File: config.mk
export PLATFORM = sky130hd
export DESIGN_NAME = pipeline_stall_ctrl
export DESIGN_NICKNAME = d
export VERILOG_FILES = /design/src/rtl/pipeline_stall_ctrl.sv
export SDC_FILE = /design/constraint.sdc
export NUM_CORES = 1
export LEC_CHECK = 0
export ABC_AREA = 1
export CORE_MARGIN = 2
export CORE_UTILIZATION = 40
export DETAILED_ROUTE_END_ITERATION = 8
export GPL_TIMING_DRIVEN = 0
export PLACE_DENSITY = 0.81
export REMOVE_ABC_BUFFERS = 1
export SYNTH_ARGS = -nofsm -noshare
export SYNTH_HDL_FRONTEND = slang
export SYNTH_SLANG_ARGS = --single-unit
File: constraint.sdc
create_clock -name clk -period 1.4 [get_ports clk]
set_input_delay 0.14 -clock clk [delete_from_list [all_inputs] [get_ports clk]]
set_output_delay 0.14 -clock clk [all_outputs]
set_load 0.03 [all_outputs]
File: src/rtl/pipeline_stall_ctrl.sv
// Decode-stage stall/flush sequencer for a five-stage pipeline.
// It turns hazard, branch, interrupt and memory-busy events into per-stage enables and bubbles.
module pipeline_stall_ctrl #(
  parameter int POP_STALL_CYCLES = 2,
  parameter int INT_CYCLES       = 2,
  parameter int CNT_W            = 3
) (
  input  logic       clk,
  input  logic       rst,
  input  logic       load_use_n,
  input  logic       pop_case_n,
  input  logic       branch_taken,
  input  logic       int_req,
  input  logic       mem_busy,
  output logic       pc_write_en,
  output logic       if_id_write_en,
  output logic       if_id_flush,
  output logic       id_ex_bubble,
  output logic       ex_mem_write_en,
  output logic       mem_wb_bubble,
  output logic       pc_sel_int,
  output logic       int_ack,
  output logic [1:0] state
);

  typedef enum logic [1:0] {
    S_RUN = 2'b00,
    S_POP = 2'b01,
    S_INT = 2'b10
  } state_e;

  state_e             state_q, state_d;
  logic [CNT_W-1:0]   cnt_q, cnt_d;
  logic               int_pend_q, int_pend_d;

  always_ff @(posedge clk or posedge rst) begin
    if (rst) begin
      state_q    <= S_RUN;
      cnt_q      <= '0;
      int_pend_q <= 1'b0;
    end else begin
      state_q    <= state_d;
      cnt_q      <= cnt_d;
      int_pend_q <= int_pend_d;
    end
  end

  always_comb begin
    state_d         = state_q;
    cnt_d           = cnt_q;
    pc_write_en     = 1'b1;
    if_id_write_en  = 1'b1;
    ex_mem_write_en = 1'b1;
    if_id_flush     = 1'b0;
    id_ex_bubble    = 1'b0;
    mem_wb_bubble   = 1'b0;
    pc_sel_int      = 1'b0;
    int_ack         = 1'b0;
    if (rst) begin
      state_d = S_RUN;
    end else if (mem_busy) begin
      // Whole pipeline holds; sequencing state is frozen until memory is ready.
      pc_write_en     = 1'b0;
      if_id_write_en  = 1'b0;
      ex_mem_write_en = 1'b0;
      mem_wb_bubble   = 1'b1;
    end else begin
      unique case (state_q)
        S_RUN: begin
          if (branch_taken) begin
            // A pending interrupt waits so the saved PC is the branch target.
            if_id_flush  = 1'b1;
            id_ex_bubble = 1'b1;
          end else if (int_pend_q) begin
            if_id_flush  = 1'b1;
            id_ex_bubble = 1'b1;
            pc_write_en  = 1'b0;
            cnt_d        = CNT_W'(INT_CYCLES - 1);
            state_d      = S_INT;
          end else if (!pop_case_n) begin
            pc_write_en    = 1'b0;
            if_id_write_en = 1'b0;
            id_ex_bubble   = 1'b1;
            if (POP_STALL_CYCLES > 1) begin
              cnt_d   = CNT_W'(POP_STALL_CYCLES - 2);
              state_d = S_POP;
            end
          end else if (!load_use_n) begin
            pc_write_en    = 1'b0;
            if_id_write_en = 1'b0;
            id_ex_bubble   = 1'b1;
          end
        end
        S_POP: begin
          if (branch_taken) begin
            if_id_flush  = 1'b1;
            id_ex_bubble = 1'b1;
            state_d      = S_RUN;
          end else begin
            pc_write_en    = 1'b0;
            if_id_write_en = 1'b0;
            id_ex_bubble   = 1'b1;
            if (cnt_q == '0) state_d = S_RUN;
            else             cnt_d   = cnt_q - 1'b1;
          end
        end
        S_INT: begin
          if (cnt_q != '0) begin
            if_id_flush  = 1'b1;
            id_ex_bubble = 1'b1;
            pc_write_en  = 1'b0;
            cnt_d        = cnt_q - 1'b1;
          end else begin
            pc_sel_int = 1'b1;
            int_ack    = 1'b1;
            state_d    = S_RUN;
          end
        end
        default: state_d = S_RUN;
      endcase
    end
  end

  // A request on the acknowledge edge re-arms the pending flag.
  assign int_pend_d = int_req | (int_pend_q & ~int_ack);
  assign state      = state_q;

endmodule

# Word-level counts from Yosys, hierarchy flattened
# Cells that the tools add are included.
# classes
n_addsub	1
mul	0
div	0
magnitude_cmp	0
n_eq_ne	12
shift	0
mux	50
bitwise	5
reduce_logical	6
# ops
operator	count
two-way mux 1 bit	30
two-way mux 3 bit	6
two-way mux 2 bit	8
!= test 2 bit (second input constant)	5
!= test 3 bit (second input constant)	3
one-hot mux 1 bit (3 select lines)	3
one-hot mux 3 bit (3 select lines)	1
!= test 4 bit (second input constant)	2
AND reduction 8 bit	1
one-hot mux 2 bit (3 select lines)	1
nonzero test 3 bit	2
AND reduction 5 bit	1
zero test 3 bit	1
NOT 1 bit	3
subtractor 3 x 1 -> 3 bit (second input constant)	1
== test 2 x 1 -> 1 bit (second input constant)	1
== test 2 bit (second input constant)	1
zero test 2 bit	1
one-hot mux 1 bit (2 select lines)	1
AND 1 bit	1
bitwise OR 1 bit	1
# totals
ff_bits	6
latchBits	0
mem_bits_rw	0
mem_bits_ro	0
in_bits	7
out_inout_bits	10
word_cells	77
memories	0

# Depth between registers and ports, before layout
# Gate-level depths: netlist of the first run.
# logic_depth
depth_word	8
depth_mapped	10
depth_no_buf	10

# Least setup slack after synthesis of the first run
# OpenSTA, ideal clock, no wires.
# synth_path
kind	flip-flop to output port
start	reg state_q[0], in the netlist state[0]
end	out pc_sel_int
t_arrival_ps	1948
path_slack_ps	-688
stages_incl_launch_ff	6
path_cell_list	dfrtp_1 > inv_1 > ha_1 > nand2_1 > nor3_1 > buf_4
# synth_via
elab_chain_len	4
# synth_lines
element	line	text
start: declaration	32	state_e state_q, state_d;
start signal: assignment	42	state_q <= state_d;
== test 2 bit	n/a	
two-way mux 1 bit (3 in a row)	n/a	
end: declaration	21	output logic pc_sel_int,
# Every way passes these cells.

# Final worst setup path of the first run
# layout_path
start	reg state_q[0], in the netlist state[0]
end	out pc_write_en
# layout_via
elab_chain_len	4
elab_cells_between_ends	6
classes_between	2 x eq/ne; 3 x mux; 1 x reduce/logical
# layout_lines
element	line	text
== test 2 bit, or another cell as far along	68	unique case (state_q)
one-hot mux 1 bit (3 select lines) (*)	68	
two-way mux 1 bit (*)	61	end else if (mem_busy) begin
two-way mux 1 bit (*)	59	if (rst) begin
end: declaration	15	output logic pc_write_en,
# Every way passes the cells marked *; elsewhere a longest branch is shown, timed or not.

==> reports/qor.csv, run 1 <==
stage;metric;value;unit
outcome;status;complete, but fails checks;
outcome;violations;setup timing;
timing;tightest_slew;376;ps
yosys;synth_cells;86;
floorplan;die_w;41.7;um
route;via_per_inst;5.20;
route;antenna_left;0;
yosys;yosysUniqueCellTypes;19;
clocking;insertion_delay;250;ps
setup_path;crit_type;reg2out;
setup_path;crit_fanout;6;
yosys;syn_area_per_cell;6.62;um^2
placement;placed_area;741;um^2
route;vias;717;
setup_path;cp.required;1260;ps
yosys;synth-edff-count;0;
yosys;yosysSeqAreaShare;0.264;
timing;slew_headroom;0.749;
clocking;cts_tree;built;
setup_path;start_kind;register;
grt;grt_overflow_total;0;
yosys;synth_area_leaders;dfrtp_1, nand2_1, ha_1;
yosys;ys_ff_latch;6;
final_layout;fillCellCount;82;
hold_path;holdCritPathClass;in2async;
clocking;cts_num_sinks;6;
clocking;path_clk_slew;50;ps
placement;gp_congestion;0.853;
yosys;yosysWarningCount;0;
grt;grt_max_degree;9;
grt;antenna_found_initial;0;
setup_path;endpoint_kind;output port;
timing;setup_viol;9;
setup_path;cp.arrival;1550;ps
route;drc;0;
timing;finalCriticalPeriod;1690;ps
route;drt_iter0_markers;17;
floorplan;fp.dieArea;0.00174;mm^2
power;power.total;0.00166;W
final_layout;drive_above_1_share;0.504;
floorplan;num_rows;13;
timing;fin_crit_sh;1.21;
timing;rsz0062_at_grt;true;
floorplan;core;0.00132;mm^2
floorplan;io_pins;17;
floorplan;die_h;41.7;um
clocking;numCtsBuffers;3;
route;avgRoutedWirePerCell;13.5;um
final_layout;multi_input_area;470;um^2
timing;final.setup_skew;6.14;ps
final_layout;area_growth;79.1;%
yosys;synth_top_cell_by_area;dfrtp_1;
grt;grt_use_total;0.208;
route;firstDrtPassIters;6;
clocking;cts_root_buf;clkbuf_4;
placement;portBuffers;16;
placement;dp_cells;116;
power;leakage;0.524;nW
yosys;yosysMostFrequentCell;nand2_1;
final_layout;final_cells;138;
clocking;cts-htree-levels;1;
grt;first_global_vias;664;
clocking;clock_path_buffers;2;
final_layout;fin_area;0.00102;mm^2
yosys;netlist.area_leader.share;0.264;
placement;dp_hpwl;1010;um
timing;drv_slew;0;
timing;hold_viol;0;
yosys;async_flop_share;1.00;
final_layout;fin_nets;138;
route;wl;1870;um
grt;grt_pass1_wl;2750;um
final_layout;n_antenna_cell;0;
timing;worst_slack;-291;ps
yosys;syn_area;569;um^2
final_layout;seqCellArea;151;um^2
yosys;yosys-top-cells-count;nand2_1, inv_1, nand3_1, nor2_1;
floorplan;initial_core_util;0.432;
yosys;synth_ff_type;dfrtp_1;
power;pwr_density_cell;1630;mW/mm^2
timing;max_freq;591;MHz
run;max-cap-violations;0;
power;peakVddDrop;0.914;mV
## area by class of cell
type / count / area share
multi-input cells: 63 / 0.461
inverters: 16 / 0.0613
flip-flops and latches: 6 / 0.148
well taps: 15 / 0.0184
clock buffers: 3 / 0.0221
repair buffers: 35 / 0.288
## cells by family (layout without fill, tap and decap cells)
family / Yosys count / count (layout) / share of synthesized area
buffers and inverters: 17 / 54 / 0.119
and+or+nand+nor: 45 / 45 / 0.343
AOI/OAI and AO/OA: 11 / 11 / 0.127
xor gates and xnor gates: 1 / 1 / 0.0154
DFF: 6 / 6 / 0.264
adders and majority gates: 6 / 6 / 0.132
## layer usage
layer,up-vias,wire length [um],GRT usage
li1,349,-,-
met5,-,0,0
met1,338,821,0.266
met2,26,934,0.334
met4,0,40,0.116
met3,4,71,0.0261
## per-stage QoR
stage,utilization,worst slack (ps),hold slack [ps],TNS (ps)
after CTS,0.717,-247,129,-2050
after floorplan,-,-1050,-52.5,-4840
after detailed placement,0.562,-692,523,-5020
after global placement,0.562,-672,494,-4650
final,0.774,-291,129,-2240
after global routing,0.774,-417,161,-2920
## power breakdown
part | switching (W) | internal (W)
logic | 0.000653 | 0.000577
clock network | 0.0000649 | 0.0000971
registers | 0.0000434 | 0.000221
## placed cells by master, fill, tap and decap left out, types with 4 or more instances in the layout
| cell type | n |
|---|---|
| buf_4 | 22 |
| clkdlybuf4s50_1 | 4 |
| dfrtp_1 | 5 |
| ha_4 | 4 |
| inv_1 | 6 |
| inv_2 | 9 |
| nand2_1 | 16 |
| nand2_2 | 7 |
| nand3_1 | 6 |
| nor2_1 | 8 |
## worst max-delay path: stages, from the launching register on
cell and delay (ps):
dfrtp_2 440, inv_2 90, ha_4 170, inv_2 40, nand2_2 60, nand2_2 70
o211ai_1 90, nor2_1 60, nor2_1 110, buf_4 170
## worst paths after layout
kind,from,endpoint,slack [ps],depth (start not counted)
worst max-delay path,state[0],pc_write_en,-290,9
worst min-delay path,rst,int_pend_q,130,2
worst max register to register,cnt_q[0],cnt_q[2],-280,11
worst min register to register,cnt_q[1],cnt_q[1],520,2
max in group asynchronous,rst,state[0],1040,2
min in group clk,mem_busy,int_pend_q,440,4
## registers in the layout, summed over array words and instances (netlist names)
| name | count |
|---|---|
| int_pend_q | 1 |
| state | 2 |
| cnt_q | 3 |
## repair_timing
item	CTS	global route
resized for setup	74	17
hold buffers	0	0
endpoints found under the setup margin	16	15
buffers inserted	16	3
pin swaps	10	9
No activity file was read; power rests on OpenSTA's default activity.
==> inputs of run 2 (changes only) <==
--- a/config.mk
+++ b/config.mk
@@ -9,6 +9,7 @@
 export CORE_MARGIN = 2
 export CORE_UTILIZATION = 40
 export DETAILED_ROUTE_END_ITERATION = 8
+export GPL_ROUTABILITY_DRIVEN = 0
 export GPL_TIMING_DRIVEN = 0
 export PLACE_DENSITY = 0.81
 export REMOVE_ABC_BUFFERS = 1
==> results of run 2 <==
Final layout, timing and power as in run 1 (identical DEF).
